$ cat src/rtl/dmem_port_arbiter.sv
// dmem_port_arbiter
//   Shares a single-port, byte-addressed data memory between two requesters
//   (port 0: core load/store unit, port 1: debug/test loader). Round-robin
//   arbitration, one word transaction per grant, registered response.
//   Misaligned or out-of-range accesses are flagged as errors and never reach
//   the memory; they still receive a normal response.
//
// Ports
//   clk_i, reset_n           clock (rising edge), asynchronous active-low reset
//   mX_req_i                 request, held until mX_gnt_o
//   mX_we_i                  1 = write, 0 = read
//   mX_addr_i, mX_wdata_i    byte address and write data
//   mX_gnt_o                 grant pulse (combinational while idle)
//   mX_rvalid_o              response pulse, two cycles after the grant
//   mX_rdata_o, mX_err_o     read data / access error, qualified by mX_rvalid_o
//   mem_addr_o, mem_data_o   memory address / write data (driven in ACCESS only)
//   mem_write_o, mem_read_o  memory strobes (never asserted on error accesses)
//   mem_data_i               memory read data (combinational read)
//   busy_o                   transaction in flight
module dmem_port_arbiter #(
    parameter int unsigned DEPTH  = 32,
    parameter int unsigned ADDR_W = 32
) (
    input  logic              clk_i,
    input  logic              reset_n,
    input  logic              m0_req_i,
    input  logic              m0_we_i,
    input  logic [ADDR_W-1:0] m0_addr_i,
    input  logic [31:0]       m0_wdata_i,
    output logic              m0_gnt_o,
    output logic              m0_rvalid_o,
    output logic [31:0]       m0_rdata_o,
    output logic              m0_err_o,
    input  logic              m1_req_i,
    input  logic              m1_we_i,
    input  logic [ADDR_W-1:0] m1_addr_i,
    input  logic [31:0]       m1_wdata_i,
    output logic              m1_gnt_o,
    output logic              m1_rvalid_o,
    output logic [31:0]       m1_rdata_o,
    output logic              m1_err_o,
    output logic [ADDR_W-1:0] mem_addr_o,
    output logic [31:0]       mem_data_o,
    output logic              mem_write_o,
    output logic              mem_read_o,
    input  logic [31:0]       mem_data_i,
    output logic              busy_o
);

    typedef enum logic [1:0] {
        IDLE   = 2'd0,
        ACCESS = 2'd1,
        RESP   = 2'd2
    } state_t;

    state_t              state;
    logic                last_owner;
    logic                owner;
    logic                err_q;
    logic                rv0_q;
    logic                rv1_q;
    logic [31:0]         rdata_q;
    logic [ADDR_W-1:0]   mem_addr_q;
    logic [31:0]         mem_data_q;
    logic                mem_write_q;
    logic                mem_read_q;

    logic                any_req;
    logic                pick1;
    logic                grant_ok;
    logic                sel_we;
    logic [ADDR_W-1:0]   sel_addr;
    logic [31:0]         sel_wdata;
    logic                sel_err;

    // Winner selection: on contention the port not served last wins.
    always_comb begin
        any_req = m0_req_i | m1_req_i;
        pick1   = 1'b0;
        if (m0_req_i && m1_req_i) begin
            pick1 = ~last_owner;
        end else begin
            pick1 = m1_req_i;
        end
        sel_we    = pick1 ? m1_we_i    : m0_we_i;
        sel_addr  = pick1 ? m1_addr_i  : m0_addr_i;
        sel_wdata = pick1 ? m1_wdata_i : m0_wdata_i;
        sel_err   = (sel_addr[1:0] != 2'b00) | (sel_addr > ADDR_W'(DEPTH - 4));
    end

    // Grants are combinational; gating with reset_n keeps them low while
    // reset is held even though the FSM already sits in IDLE.
    assign grant_ok = reset_n & (state == IDLE) & any_req;
    assign m0_gnt_o = grant_ok & ~pick1;
    assign m1_gnt_o = grant_ok &  pick1;

    always_ff @(posedge clk_i or negedge reset_n) begin
        if (!reset_n) begin
            state       <= IDLE;
            last_owner  <= 1'b1;
            owner       <= 1'b0;
            err_q       <= 1'b0;
            rv0_q       <= 1'b0;
            rv1_q       <= 1'b0;
            rdata_q     <= '0;
            mem_addr_q  <= '0;
            mem_data_q  <= '0;
            mem_write_q <= 1'b0;
            mem_read_q  <= 1'b0;
        end else begin
            case (state)
                IDLE: begin
                    if (any_req) begin
                        owner       <= pick1;
                        err_q       <= sel_err;
                        mem_addr_q  <= sel_addr;
                        mem_data_q  <= sel_wdata;
                        mem_write_q <= sel_we & ~sel_err;
                        mem_read_q  <= ~sel_we & ~sel_err;
                        state       <= ACCESS;
                    end
                end
                ACCESS: begin
                    rdata_q     <= mem_read_q ? mem_data_i : '0;
                    rv0_q       <= ~owner;
                    rv1_q       <= owner;
                    mem_addr_q  <= '0;
                    mem_data_q  <= '0;
                    mem_write_q <= 1'b0;
                    mem_read_q  <= 1'b0;
                    state       <= RESP;
                end
                RESP: begin
                    rv0_q      <= 1'b0;
                    rv1_q      <= 1'b0;
                    rdata_q    <= '0;
                    err_q      <= 1'b0;
                    last_owner <= owner;
                    state      <= IDLE;
                end
                default: begin
                    state <= IDLE;
                end
            endcase
        end
    end

    assign m0_rvalid_o = rv0_q;
    assign m0_rdata_o  = rv0_q ? rdata_q : '0;
    assign m0_err_o    = rv0_q & err_q;
    assign m1_rvalid_o = rv1_q;
    assign m1_rdata_o  = rv1_q ? rdata_q : '0;
    assign m1_err_o    = rv1_q & err_q;

    assign mem_addr_o  = mem_addr_q;
    assign mem_data_o  = mem_data_q;
    assign mem_write_o = mem_write_q;
    assign mem_read_o  = mem_read_q;
    assign busy_o      = (state != IDLE);

endmodule

$ cat config.mk
export PLATFORM = sky130hd
export DESIGN_NAME = dmem_port_arbiter
export DESIGN_NICKNAME = d
export VERILOG_FILES = /design/src/rtl/dmem_port_arbiter.sv
export SDC_FILE = /design/constraint.sdc
export NUM_CORES = 1
export LEC_CHECK = 0
export CAP_MARGIN = 15
export CORE_ASPECT_RATIO = 1.1
export CORE_MARGIN = 4
export CORE_UTILIZATION = 38
export DETAILED_ROUTE_END_ITERATION = 7
export PLACE_DENSITY = 0.82
export SYNTH_ARGS = -nofsm -noshare
export SYNTH_HDL_FRONTEND = slang
export SYNTH_SLANG_ARGS = --single-unit
$ cat constraint.sdc
create_clock -name clk_i -period 2.1 [get_ports clk_i]
set_input_delay 0.42 -clock clk_i [delete_from_list [all_inputs] [get_ports clk_i]]
set_output_delay 0.42 -clock clk_i [all_outputs]
set_load 0.005 [all_outputs]
==> results_dict.tcl, run 1 <==
set metrics [dict create \
    status "finished, final reports clean" \
    multiInputGateArea_mm2 0.002230 \
    netlist_area_mm2 0.005156 \
    end_kind "primary output" \
    stdcell_count 1051 \
    ys_ff_latch 105 \
    numCtsBuffers 9 \
    drc 0 \
    r2r_end "mem_addr_o[15]" \
    r2r_cells 8 \
    io_pins 303 \
    antenna_found_initial 0 \
    avgRoutedWirePerCell_um 16.67 \
    r2r-start "state[0]" \
    finalClockSkew_ns 0.006405 \
    dr_wl_met3_um 1280 \
    synth_fp_nets 725 \
    peakVddDrop_mv 0.6263 \
    wl_met2_um 8855 \
    h-tree-depth 3 \
    max_freq_ghz 0.4848 \
    max_stage_delay_ns 0.51 \
    cts.clk_slew.worst_paths_ns 0.07 \
    synth_cell_types 33 \
    grt_pass1_wl_um 26650 \
    slew_headroom_pct 59.41 \
    root_buffer "clkbuf_16" \
    timing.final.crit_share_pct 98.22 \
    fillers 1077 \
    ctsHoldBuffers 0 \
    insertion_delay_ns 0.35 \
    wl_met1_um 6759 \
    cap_violations 0 \
    die_height_um 130.2 \
    critPathMaxFanout 16 \
    ant_nets 0 \
    start_util_pct 38.86 \
    cts_tree "built" \
    grt_pass1_vias 5122 \
    port_buffers 302 \
    min_path_type "in -> async" \
    worstMarginPinSlew_ns 0.6089 \
    drtIter0Drc 162 \
    drive_gt1_share_pct 6.574 \
    seq_area_mm2 0.002629 \
    hold_viol 0 \
    avgSynthCellArea_um2 9.274 \
    path_cells "inv_4 -> clkbuf_16 -> nor2_2 -> clkdlybuf4s50_1" \
    arrival_ns 1.64 \
    via_count 5072 \
    placed_cell_area_mm2 0.008507 \
    dr.pass1.iters 4 \
    grt_max_degree 49 \
    cts_buffer_depth 2 \
    yosysTopAreaCell "dfrtp_1" \
    synth.top_cell.area_share_pct 50.47 \
    postLayoutCellArea_mm2 0.008859 \
    synth_area_leaders "dfrtp_1, mux2i_1, o21ai_0" \
    grt.overflow.total 0 \
    min_period_ns 2.063 \
    dp_hpwl_um 13630 \
    cp.required_ns 1.68 \
    startpoint_type "flip-flop" \
    fp.coreArea_mm2 0.01327 \
    critPathSlowestCell "clkdlybuf4s50_1" \
    critPathKind "reg -> out" \
    die_x_um 119.1 \
    cts_sinks 105 \
    syn_to_final_growth_pct 71.80 \
    synth.yosys.warnings 0 \
    die_area_mm2 0.01550 \
    maxUsedRoutingLayer "met4" \
    viasPerCell 4.826 \
    track_usage_pct 21.81 \
    wirelength_um 17520 \
    finalSetupViolations 0 \
    place_inst 1033 \
    rrSetupSlack_ns 0.26 \
    diodes 0 \
    powerDensity_mw_per_mm2 938.6 \
    yosysSeqAreaShare_pct 50.98 \
    power_leakage_nw 3.785 \
    postSynthCellCount 556 \
    routabilityCongestion 0.8764 \
    finalMaxSlewViolations 0 \
    nets 1031 \
    rows 44 \
]
[worst max-delay path by stage]
stage               depth (start not counted)           from             end
floorplan                                   5       m1_req_i        m1_gnt_o
CTS                                         4    m1_rvalid_o   m1_rdata_o[1]
finish                                      4    m1_rvalid_o  m1_rdata_o[30]
global placement                            7  m0_addr_i[26]           err_q
detailed placement                          7       m1_req_i           err_q
global route                                4    m1_rvalid_o  m1_rdata_o[30]
[area by class of cell]
cell class,instances,share of cell area [%]
Clock inverter,3,0.1695
Sequential cell,105,29.68
Inverter,38,1.638
Tap cell,184,2.599
Clock buffer,13,3.051
Multi-Input combinational cell,378,25.17
Timing Repair Buffer,330,37.70
[worst max-delay path, delay by kind of cell (launching register included)]
| family | cells | cell delay, ns |
|---|---|---|
| buffers and inverters | 3 | 0.76 |
| flip-flops | 1 | 0.40 |
| AND/OR/NAND/NOR | 1 | 0.14 |
[registers in the layout (all words and copies together) (netlist names), 2 cells and up]
signal,cells
state,2
mem_addr_o,32
mem_data_o,32
rdata_q,32
[through the flow]
stage	setup WS [ns]	util, %	power (W)	setup TNS (ns)	hold WS (ns)
final	0.03736	66.77	0.008314	0	0.03912
after global routing	-0.01570	66.77	0.008857	-0.01775	0.04401
after CTS	0.0005899	66.38	0.008327	0	0.03041
after detailed placement	-0.1628	64.12	0.006632	-1.807	0.4130
after global placement	-0.1799	64.12	0.006574	-0.7070	0.4081
after floorplan	0.4158	-	0.004525	0	0.1244
[power breakdown]
| part | switching [W] | internal [W] |
|---|---|---|
| clock | 0.000736 | 0.000897 |
| sequential | 0.000269 | 0.00254 |
| combinational | 0.00189 | 0.00199 |
[cell usage after synthesis, drive strengths merged]
cell type / n
a21boi: 1
nor2: 38
or3b: 1
ha: 3
nor4: 10
nand2b: 1
nand3: 2
mux2: 1
a222oi: 1
dfrtp: 104
clkinv: 1
o21a: 1
o22a: 1
nand4: 2
a21oi: 2
clkbuf: 19
buf: 16
mux2i: 65
o21ai: 100
and2: 33
inv: 37
dfstp: 1
nor3: 7
nor2b: 1
nand3b: 2
a22o: 3
and3: 1
nand2: 100
nand4b: 2
[cell families after synthesis]
group,share of synthesized area (%)
adder cells (fa/ha/maj),0.7281
buffers and inverters,6.697
AND/OR/NAND/NOR,17.54
AO/OA/AOI/OAI,11.21
multiplexers,12.84
flip-flops,50.98
[timing repair]
| action | in CTS | in global routing |
|---|---|---|
| endpoints found under the setup margin | 30 | 31 |
| gates cloned | 0 | 1 |
| resized for setup | 9 | 7 |
| buffers inserted | 0 | 1 |
| pin swaps | 0 | 0 |
[per-layer routing]
metal	up-vias	global-route usage, %
met5	-	0
met4	0	11.32
met3	42	5.765
met2	213	37.85
met1	2362	24.89
li1	2455	-
[cell usage in the layout, fill, tap and decap left out, drive strengths merged]
cell type	netlist	final
nand4b	2	2
a222oi	1	1
or3b	1	1
o21a	1	1
dfstp	1	1
dlymetal6s2s	0	3
ha	3	3
dlygate4sd2	0	3
nand2	100	100
a21oi	2	2
nand2b	1	1
o21ai	100	100
nand3b	2	2
clkdlybuf4s50	0	295
a22o	3	3
and3	1	1
mux2	1	1
nor2b	1	1
nand3	2	2
nor3	7	7
o22a	1	1
inv	37	38
nor2	38	38
buf	16	28
clkbuf	19	14
nor4	10	10
dfrtp	104	104
nand4	2	2
mux2i	65	65
a21boi	1	1
and2	33	33
clkinv	1	3
Note: power is estimated with default switching activity, not from simulation.
==> inputs of run 2 (changes only) <==
--- a/config.mk
+++ b/config.mk
@@ -10,6 +10,7 @@
 export CORE_MARGIN = 4
 export CORE_UTILIZATION = 38
 export DETAILED_ROUTE_END_ITERATION = 7
+export GPL_ROUTABILITY_DRIVEN = 0
 export PLACE_DENSITY = 0.82
 export SYNTH_ARGS = -nofsm -noshare
 export SYNTH_HDL_FRONTEND = slang
==> results of run 2 <==
The final DEF is identical to that of run 1; final timing and power are the same.
